===== config.mk =====
export PLATFORM = sky130hd
export DESIGN_NAME = intercore_mailbox
export DESIGN_NICKNAME = d
export VERILOG_FILES = /design/src/rtl/mailbox_pkg.sv /design/src/rtl/mailbox_channel.sv /design/src/rtl/intercore_mailbox.sv
export SDC_FILE = /design/constraint.sdc
export NUM_CORES = 1
export LEC_CHECK = 0
export CAP_MARGIN = 20
export CORE_AREA = 2 2 289 291
export DETAILED_ROUTE_END_ITERATION = 10
export DIE_AREA = 0 0 291 293
export DONT_BUFFER_PORTS = 1
export GPL_TIMING_DRIVEN = 0
export RECOVER_POWER = 50
export SLEW_MARGIN = 10
export SYNTH_ARGS = -nofsm -noshare
export SYNTH_HDL_FRONTEND = slang
export SYNTH_SLANG_ARGS = --single-unit

===== constraint.sdc =====
create_clock -name Clk -period 6.9 [get_ports Clk]
set_input_delay 1.38 -clock Clk [delete_from_list [all_inputs] [get_ports Clk]]
set_output_delay 1.38 -clock Clk [all_outputs]
set_load 0.03 [all_outputs]

===== src/rtl/mailbox_pkg.sv =====
// Shared constants and helpers for the inter-core mailbox.
package mailbox_pkg;

  localparam int unsigned DEFAULT_WIDTH  = 32;
  localparam int unsigned DEFAULT_DEPTH  = 4;
  localparam int unsigned DEFAULT_NUM_CH = 2;

  // Bit positions inside err_sticky.
  localparam int unsigned ERR_PUSH = 0;
  localparam int unsigned ERR_POP  = 1;

  // Ceiling log2, never below 1 so derived vectors always have a legal width.
  function automatic int unsigned clog2(input int unsigned value);
    int unsigned result;
    result = 1;
    for (int unsigned i = 1; i < 32; i++) begin
      if ((32'd1 << i) < value) result = i + 1;
    end
    return result;
  endfunction

endpackage


===== src/rtl/mailbox_channel.sv =====
// One circular FIFO of (val1, val2) pairs with show-ahead head output.
// Push/pop arrive already qualified by the top level (never push-when-full
// without a same-cycle pop, never pop-when-empty).
module mailbox_channel
  import mailbox_pkg::*;
#(
  parameter int unsigned WIDTH = DEFAULT_WIDTH,
  parameter int unsigned DEPTH = DEFAULT_DEPTH,
  localparam int unsigned PTR_W = clog2(DEPTH),
  localparam int unsigned CNT_W = PTR_W + 1
) (
  input  logic             clk,
  input  logic             rst,
  input  logic             push,
  input  logic             pop,
  input  logic [WIDTH-1:0] din1,
  input  logic [WIDTH-1:0] din2,
  output logic [WIDTH-1:0] dout1,
  output logic [WIDTH-1:0] dout2,
  output logic             empty,
  output logic             full,
  output logic [CNT_W-1:0] count
);

  logic [WIDTH-1:0] mem1 [DEPTH];
  logic [WIDTH-1:0] mem2 [DEPTH];
  logic [PTR_W-1:0] head_q, tail_q;
  logic [CNT_W-1:0] count_q;

  // Pointer and occupancy update; pointers wrap naturally since DEPTH is 2^PTR_W.
  always_ff @(posedge clk or posedge rst) begin
    if (rst) begin
      head_q  <= '0;
      tail_q  <= '0;
      count_q <= '0;
    end else begin
      if (push) tail_q <= tail_q + 1'b1;
      if (pop)  head_q <= head_q + 1'b1;
      if (push && !pop)      count_q <= count_q + 1'b1;
      else if (pop && !push) count_q <= count_q - 1'b1;
    end
  end

  // Storage write; contents deliberately not reset.
  always_ff @(posedge clk) begin
    if (push) begin
      mem1[tail_q] <= din1;
      mem2[tail_q] <= din2;
    end
  end

  assign dout1 = mem1[head_q];
  assign dout2 = mem2[head_q];
  assign empty = (count_q == '0);
  assign full  = (count_q == CNT_W'(DEPTH));
  assign count = count_q;

endmodule


===== src/rtl/intercore_mailbox.sv =====
// Multi-channel inter-core mailbox: channel decode, accept/stall logic,
// sticky error flags and flattening of per-channel status.
module intercore_mailbox
  import mailbox_pkg::*;
#(
  parameter int unsigned WIDTH  = DEFAULT_WIDTH,
  parameter int unsigned DEPTH  = DEFAULT_DEPTH,
  parameter int unsigned NUM_CH = DEFAULT_NUM_CH,
  localparam int unsigned CH_W  = clog2(NUM_CH),
  localparam int unsigned PTR_W = clog2(DEPTH),
  localparam int unsigned CNT_W = PTR_W + 1
) (
  input  logic                    Clk,
  input  logic                    Reset,
  input  logic                    wr_en,
  input  logic [CH_W-1:0]         wr_ch,
  input  logic [WIDTH-1:0]        wr_val1,
  input  logic [WIDTH-1:0]        wr_val2,
  output logic                    wr_stall,
  input  logic                    rd_en,
  input  logic [CH_W-1:0]         rd_ch,
  output logic [WIDTH-1:0]        rd_val1,
  output logic [WIDTH-1:0]        rd_val2,
  output logic                    rd_valid,
  output logic                    rd_stall,
  output logic [NUM_CH-1:0]       ch_empty,
  output logic [NUM_CH-1:0]       ch_full,
  output logic [NUM_CH*CNT_W-1:0] ch_count,
  output logic [1:0]              err_sticky
);

  logic [NUM_CH-1:0] wr_sel, rd_sel, push_go, pop_go;
  logic [NUM_CH-1:0] empty, full;
  logic [WIDTH-1:0]  dout1 [NUM_CH];
  logic [WIDTH-1:0]  dout2 [NUM_CH];
  logic [CNT_W-1:0]  count [NUM_CH];
  logic [1:0]        err_q;

  // Decode requests per channel; an out-of-range channel matches no bit and so
  // is never accepted. A full channel still takes a push if it pops this cycle.
  always_comb begin
    wr_sel  = '0;
    rd_sel  = '0;
    pop_go  = '0;
    push_go = '0;
    for (int unsigned i = 0; i < NUM_CH; i++) begin
      wr_sel[i]  = wr_en && (wr_ch == CH_W'(i));
      rd_sel[i]  = rd_en && (rd_ch == CH_W'(i));
      pop_go[i]  = rd_sel[i] && !empty[i];
      push_go[i] = wr_sel[i] && (!full[i] || pop_go[i]);
    end
  end

  // Show-ahead read mux for the selected consumer channel.
  always_comb begin
    rd_val1  = '0;
    rd_val2  = '0;
    rd_valid = 1'b0;
    for (int unsigned i = 0; i < NUM_CH; i++) begin
      if (rd_ch == CH_W'(i)) begin
        rd_val1  = dout1[i];
        rd_val2  = dout2[i];
        rd_valid = !empty[i];
      end
    end
  end

  assign wr_stall = wr_en && !(|push_go);
  assign rd_stall = rd_en && !(|pop_go);

  // Sticky error capture; cleared only by reset.
  always_ff @(posedge Clk or posedge Reset) begin
    if (Reset) begin
      err_q <= '0;
    end else begin
      if (wr_stall) err_q[ERR_PUSH] <= 1'b1;
      if (rd_stall) err_q[ERR_POP]  <= 1'b1;
    end
  end

  assign err_sticky = err_q;
  assign ch_empty   = empty;
  assign ch_full    = full;

  for (genvar g = 0; g < NUM_CH; g++) begin : g_ch
    mailbox_channel #(
      .WIDTH (WIDTH),
      .DEPTH (DEPTH)
    ) u_channel (
      .clk   (Clk),
      .rst   (Reset),
      .push  (push_go[g]),
      .pop   (pop_go[g]),
      .din1  (wr_val1),
      .din2  (wr_val2),
      .dout1 (dout1[g]),
      .dout2 (dout2[g]),
      .empty (empty[g]),
      .full  (full[g]),
      .count (count[g])
    );
    assign ch_count[g*CNT_W +: CNT_W] = count[g];
  end

endmodule


* Yosys cells after proc, flatten, opt, wreduce, memory -nomap -nowiden
Memories as Yosys holds them, arrays and structs flattened. Cells that the tools add are included.
Cells by class: eq/ne operators 2, bitwise operators 2, $add $sub $neg 8, reductions and logical operators 32, multiplexer cells 11
Operator list (number):
- $mux W32 | 2
- $logic_and A1 B1 Y1 | 14
- $mux W3 | 4
- $logic_not A1 Y1 | 10
- $add A2 B1 Y2 const B | 4
- $add A3 B1 Y3 const B | 2
- $eq A3 B3 Y1 const B | 2
- $logic_not A3 Y1 | 2
- $sub A3 B1 Y3 const B | 2
- $mux W1 | 5
- $reduce_bool A2 Y1 | 2
- $reduce_or A2 Y1 | 2
- $logic_or A1 B1 Y1 | 2
- $not A1 Y1 | 2
Word-level totals: input port bits 70, memory bits (writable) 512, flip-flop bits (word level) 16, output and inout bits 79, word-level logic and storage cells 67, memories 4
Memories:
- g_ch[0].u_channel.mem1 | depth 4, bits a word 32, read ports 1, clocked after memory_dff 0, write ports 1, RTL line mailbox_channel.sv:25 | logic [WIDTH-1:0] mem1 [DEPTH];
- g_ch[0].u_channel.mem2 | depth 4, bits a word 32, read ports 1, clocked after memory_dff 0, write ports 1, RTL line mailbox_channel.sv:26 | logic [WIDTH-1:0] mem2 [DEPTH];
- g_ch[1].u_channel.mem1 | depth 4, bits a word 32, read ports 1, clocked after memory_dff 0, write ports 1, RTL line mailbox_channel.sv:25
- g_ch[1].u_channel.mem2 | depth 4, bits a word 32, read ports 1, clocked after memory_dff 0, write ports 1, RTL line mailbox_channel.sv:26

* Depth between registers and ports, before layout
depth after elaboration 9, mapped depth 9, gate-level depth less buffers 8

* Hierarchy
From an unflattened synthesis, not the netlist that was laid out.
Unflattened totals: cell total of the unflattened synthesis 828, area, all modules 20195.6 sq um
By module, submodules not included:
- mailbox_channel | cells an instance 369, sequential area each 7862.5 sq um, area an instance 9628.0 sq um, instances 2
- intercore_mailbox | cells an instance 90, sequential area each 50.0 sq um, area an instance 939.7 sq um, instances 1

* Worst setup path after synthesis
Ideal clock, no wire load.
path kind input port to output port, start point in rd_ch, end point out rd_stall, data required time 5.520 ns, data arrival time 2.744 ns, stages on the path 4, path buffers 2, path slack 2.776 ns, cells stage by stage buf_2 clkbuf_1 mux2i_1 nor2_1
Between the ends: word-level cells in the longest chain between the ends 6, elaborated cells between the ends (all ways) 8, classes of those cells 1 x bitwise; 7 x reduce/logical
Ends and longest elaborated chain:
- from (decl) | RTL line intercore_mailbox.sv:21 | input logic [CH_W-1:0] rd_ch,
- $not A1 Y1
- $logic_and A1 B1 Y1 | RTL line intercore_mailbox.sv:48 | rd_sel[i] = rd_en && (rd_ch == CH_W'(i));
- $logic_and A1 B1 Y1 | RTL line intercore_mailbox.sv:49 | pop_go[i] = rd_sel[i] && !empty[i];
- $reduce_or A2 Y1 * | RTL line intercore_mailbox.sv:69 | assign rd_stall = rd_en && !(|pop_go);
- $logic_not A1 Y1 * | RTL line intercore_mailbox.sv:69
- $logic_and A1 B1 Y1 * | RTL line intercore_mailbox.sv:69
- to (decl) | RTL line intercore_mailbox.sv:25 | output logic rd_stall,
Mark *: on every way between the ends. The rest lies on a longest branch, timed or not.

* Final worst setup path
start point in rd_ch, end point out rd_val2[24]
Between the ends: word-level cells in the longest chain between the ends 1
Ends and longest elaborated chain:
- $mux W32 | RTL line intercore_mailbox.sv:60 | if (rd_ch == CH_W'(i)) begin
- to (decl) | RTL line intercore_mailbox.sv:23 | output logic [WIDTH-1:0] rd_val2,
No other way between the ends.

==> impl_metrics.ini <==
[detailed_routing]
wire_per_inst_um = 22.4
vias_per_cell = 4.33
route.met2.wl_mm = 23.1
wl_met3_mm = 3.15
met1_length_mm = 21.1
vias = 9319
drt_pre_antenna_iters = 4
top_layer = met4
ant_nets = 0
initialDrtViolationCount = 615
drc = 0
routed_wl_mm = 48.2

[floorplan]
die_x_um = 291
ios = 149
fp.dieH_um = 293
initial_core_util = 0.250
std_cell_rows = 105
die_area_mm2 = 0.0853
core_mm2 = 0.0818

[placement]
gp_congestion = 0.694
placed_area_mm2 = 0.0220
port_buffers = 0
dpl.hpwl_mm = 29.4
dpl.cell_count = 2051
preCtsSetupSlack_ps = 1790

[yosys]
syn-cell-area_mm2 = 0.0204
synth_top_area_share = 0.753
yosys-top-cells-area = edfxtp_1 75%, mux4_2 7.1%, mux2i_1 6.3%, nand2b_1 2.1%, dfrtp_1 2.0%
synth-edff-count = 512
yosys_register_bits = 528
synth-seq-area-share = 0.772
synth_flop_cell = edfxtp_1
synth.avg_cell_area_um2 = 21.0
synth_fp_nets = 1054
synth_cells = 972
synth_cell_types = 34
yosysWarnings = 0
async_reset_ff_frac = 0.0303
yosys.area.top_type = edfxtp_1

[sta]
finClkSkew_ps = 24.3
fmax_ghz = 0.193
fin_ws_ps = 1710
rsz0062_at_grt = false
finalCritPeriodShare = 0.752
worstMarginPinSlew_ps = 2470
relSlewSlack = -0.648
finalHoldViolations = 0
min_period_ps = 5190
setup_viol = 0
slew_violations = 50
tns_ps = 0

[layout]
ff_latch_area_mm2 = 0.0158
drive_gt1_frac = 0.204
design_area_mm2 = 0.0238
final_util = 0.291
nNetsFinal = 1121
layout.cells.non_filler = 2153
area_growth_pct = 16.7
final_cell_mix = 512 x edfxtp_1, 129 x mux2i_1, 67 x nand2b_1
multi_input_area_mm2 = 0.00434
fillers = 7917
layout_commonest_cell = edfxtp_1
diodes = 0

[worst_setup_path]
slowest_delay_ps = 930
crit_required_ps = 5520
cp_max_fo = 10
path_cells = clkbuf_1 -> nand2_1 -> clkbuf_1 -> o221ai_1
path_common_cell = clkbuf_1
endpoint_kind = output pin
cp_slowest_cell = o221ai_1
cp-start-kind = primary input
crit_arrival_ps = 3810
critPathKind = primary input to output pin

[clock_tree]
h-tree-depth = 2
insertion_delay_ps = 590
cts_resized = 0
cts_hold_buf = 0
clk_pin_slew_ps = 60
clk_path_buf_depth = 3
numClockSinks = 528
cts_tree = yes
cts_setup_buffers = 0
cts_buffers = 56
clockRootBuffer = clkbuf_16

[global_routing]
gr-total-overflow = 0
grt_pass1_wl_mm = 69.8
grt_pass1_vias = 10000
antenna_found_initial = 1
grtUsageTotal = 0.112
grt_max_degree = 41

[power]
power.leakage_nw = 7.69
vdd_ir_drop_max_mv = 0.225
power.density_mw_per_mm2 = 410

[min_path]
hp-class = flip-flop to flip-flop

[outcome]
violations = capacitance limit, slew limit
status = finished, violations left

[run]
maxCapViolations = 2
synth_stat cells (8+ instances only):
library cell and count:
mux4_2 64, dfrtp_1 16, edfxtp_1 512, ha_1 10, and2_1 8, mux2i_1 129
nand2b_1 67, clkbuf_1 18, o221ai_1 44, buf_2 25, o221ai_2 20, inv_1 9
final timing paths:
path                                                   from                       endpoint  depth (start not counted)  slack, ps
worst min-delay path            g_ch[1].u_channel.head_q[1]    g_ch[1].u_channel.head_q[1]                          1        500
min in group asynchronous                             Reset                  err_sticky[1]                          1        770
worst max register to register   g_ch[0].u_channel.count[2]  g_ch[0].u_channel.mem2[2][27]                          4       2930
worst max-delay path                                  rd_ch                    rd_val2[24]                          4       1710
max in group asynchronous                             Reset    g_ch[0].u_channel.tail_q[0]                          1       5690
worst min register to register  g_ch[1].u_channel.head_q[1]    g_ch[1].u_channel.head_q[1]                          1        500
layer usage:
layer	vias to the layer above	track usage
met3	67	0.0342
met5	-	0
met4	0	0.0303
met1	4916	0.144
li1	4125	-
met2	211	0.185
worst max-delay path: cells and delay by family:
family	cells	cell delay, ps
AOI/OAI and AO/OA	1	930
buffers and inverters	2	910
and+or+nand+nor	1	560
power breakdown:
| group | switching [mW] | internal [mW] |
|---|---|---|
| combinational | 1.79 | 0.945 |
| sequential | 0.157 | 3.91 |
| clock | 1.23 | 1.73 |
| total | 3.17 | 6.59 |
per-stage QoR:
stage | total power [mW] | hold WS, ps
final | 9.77 | 498
after global routing | 10.2 | 518
after CTS | 9.97 | 503
after detailed placement | 6.97 | 494
after global placement | 6.91 | 478
after floorplan | 6.16 | 458
registers in the layout, summed over array words and instances, names as in the netlist:
register               flops
g_ch.u_channel.count       6
g_ch.u_channel.mem1      256
g_ch.u_channel.mem2      256
g_ch.u_channel.head_q      4
err_sticky                 2
g_ch.u_channel.tail_q      4
logic make-up after synthesis:
kind of cell / count (synthesis) / synth area share
fa+ha+maj: 12 / 0.00809
buf+inv: 63 / 0.0157
xor+xnor: 12 / 0.00515
simple gates: 93 / 0.0281
mux: 197 / 0.136
flops: 528 / 0.772
compound gates: 67 / 0.0346
final cells by class:
class | count | share of cell area
Sequential cell | 528 | 0.662
Multi-Input combinational cell | 381 | 0.182
Clock buffer | 70 | 0.0628
Tap cell | 1070 | 0.0562
Clock inverter | 32 | 0.0138
Buffer | 54 | 0.0120
Timing Repair Buffer | 9 | 0.00956
Inverter | 9 | 0.00142
Power figures use the tool's default switching activity.
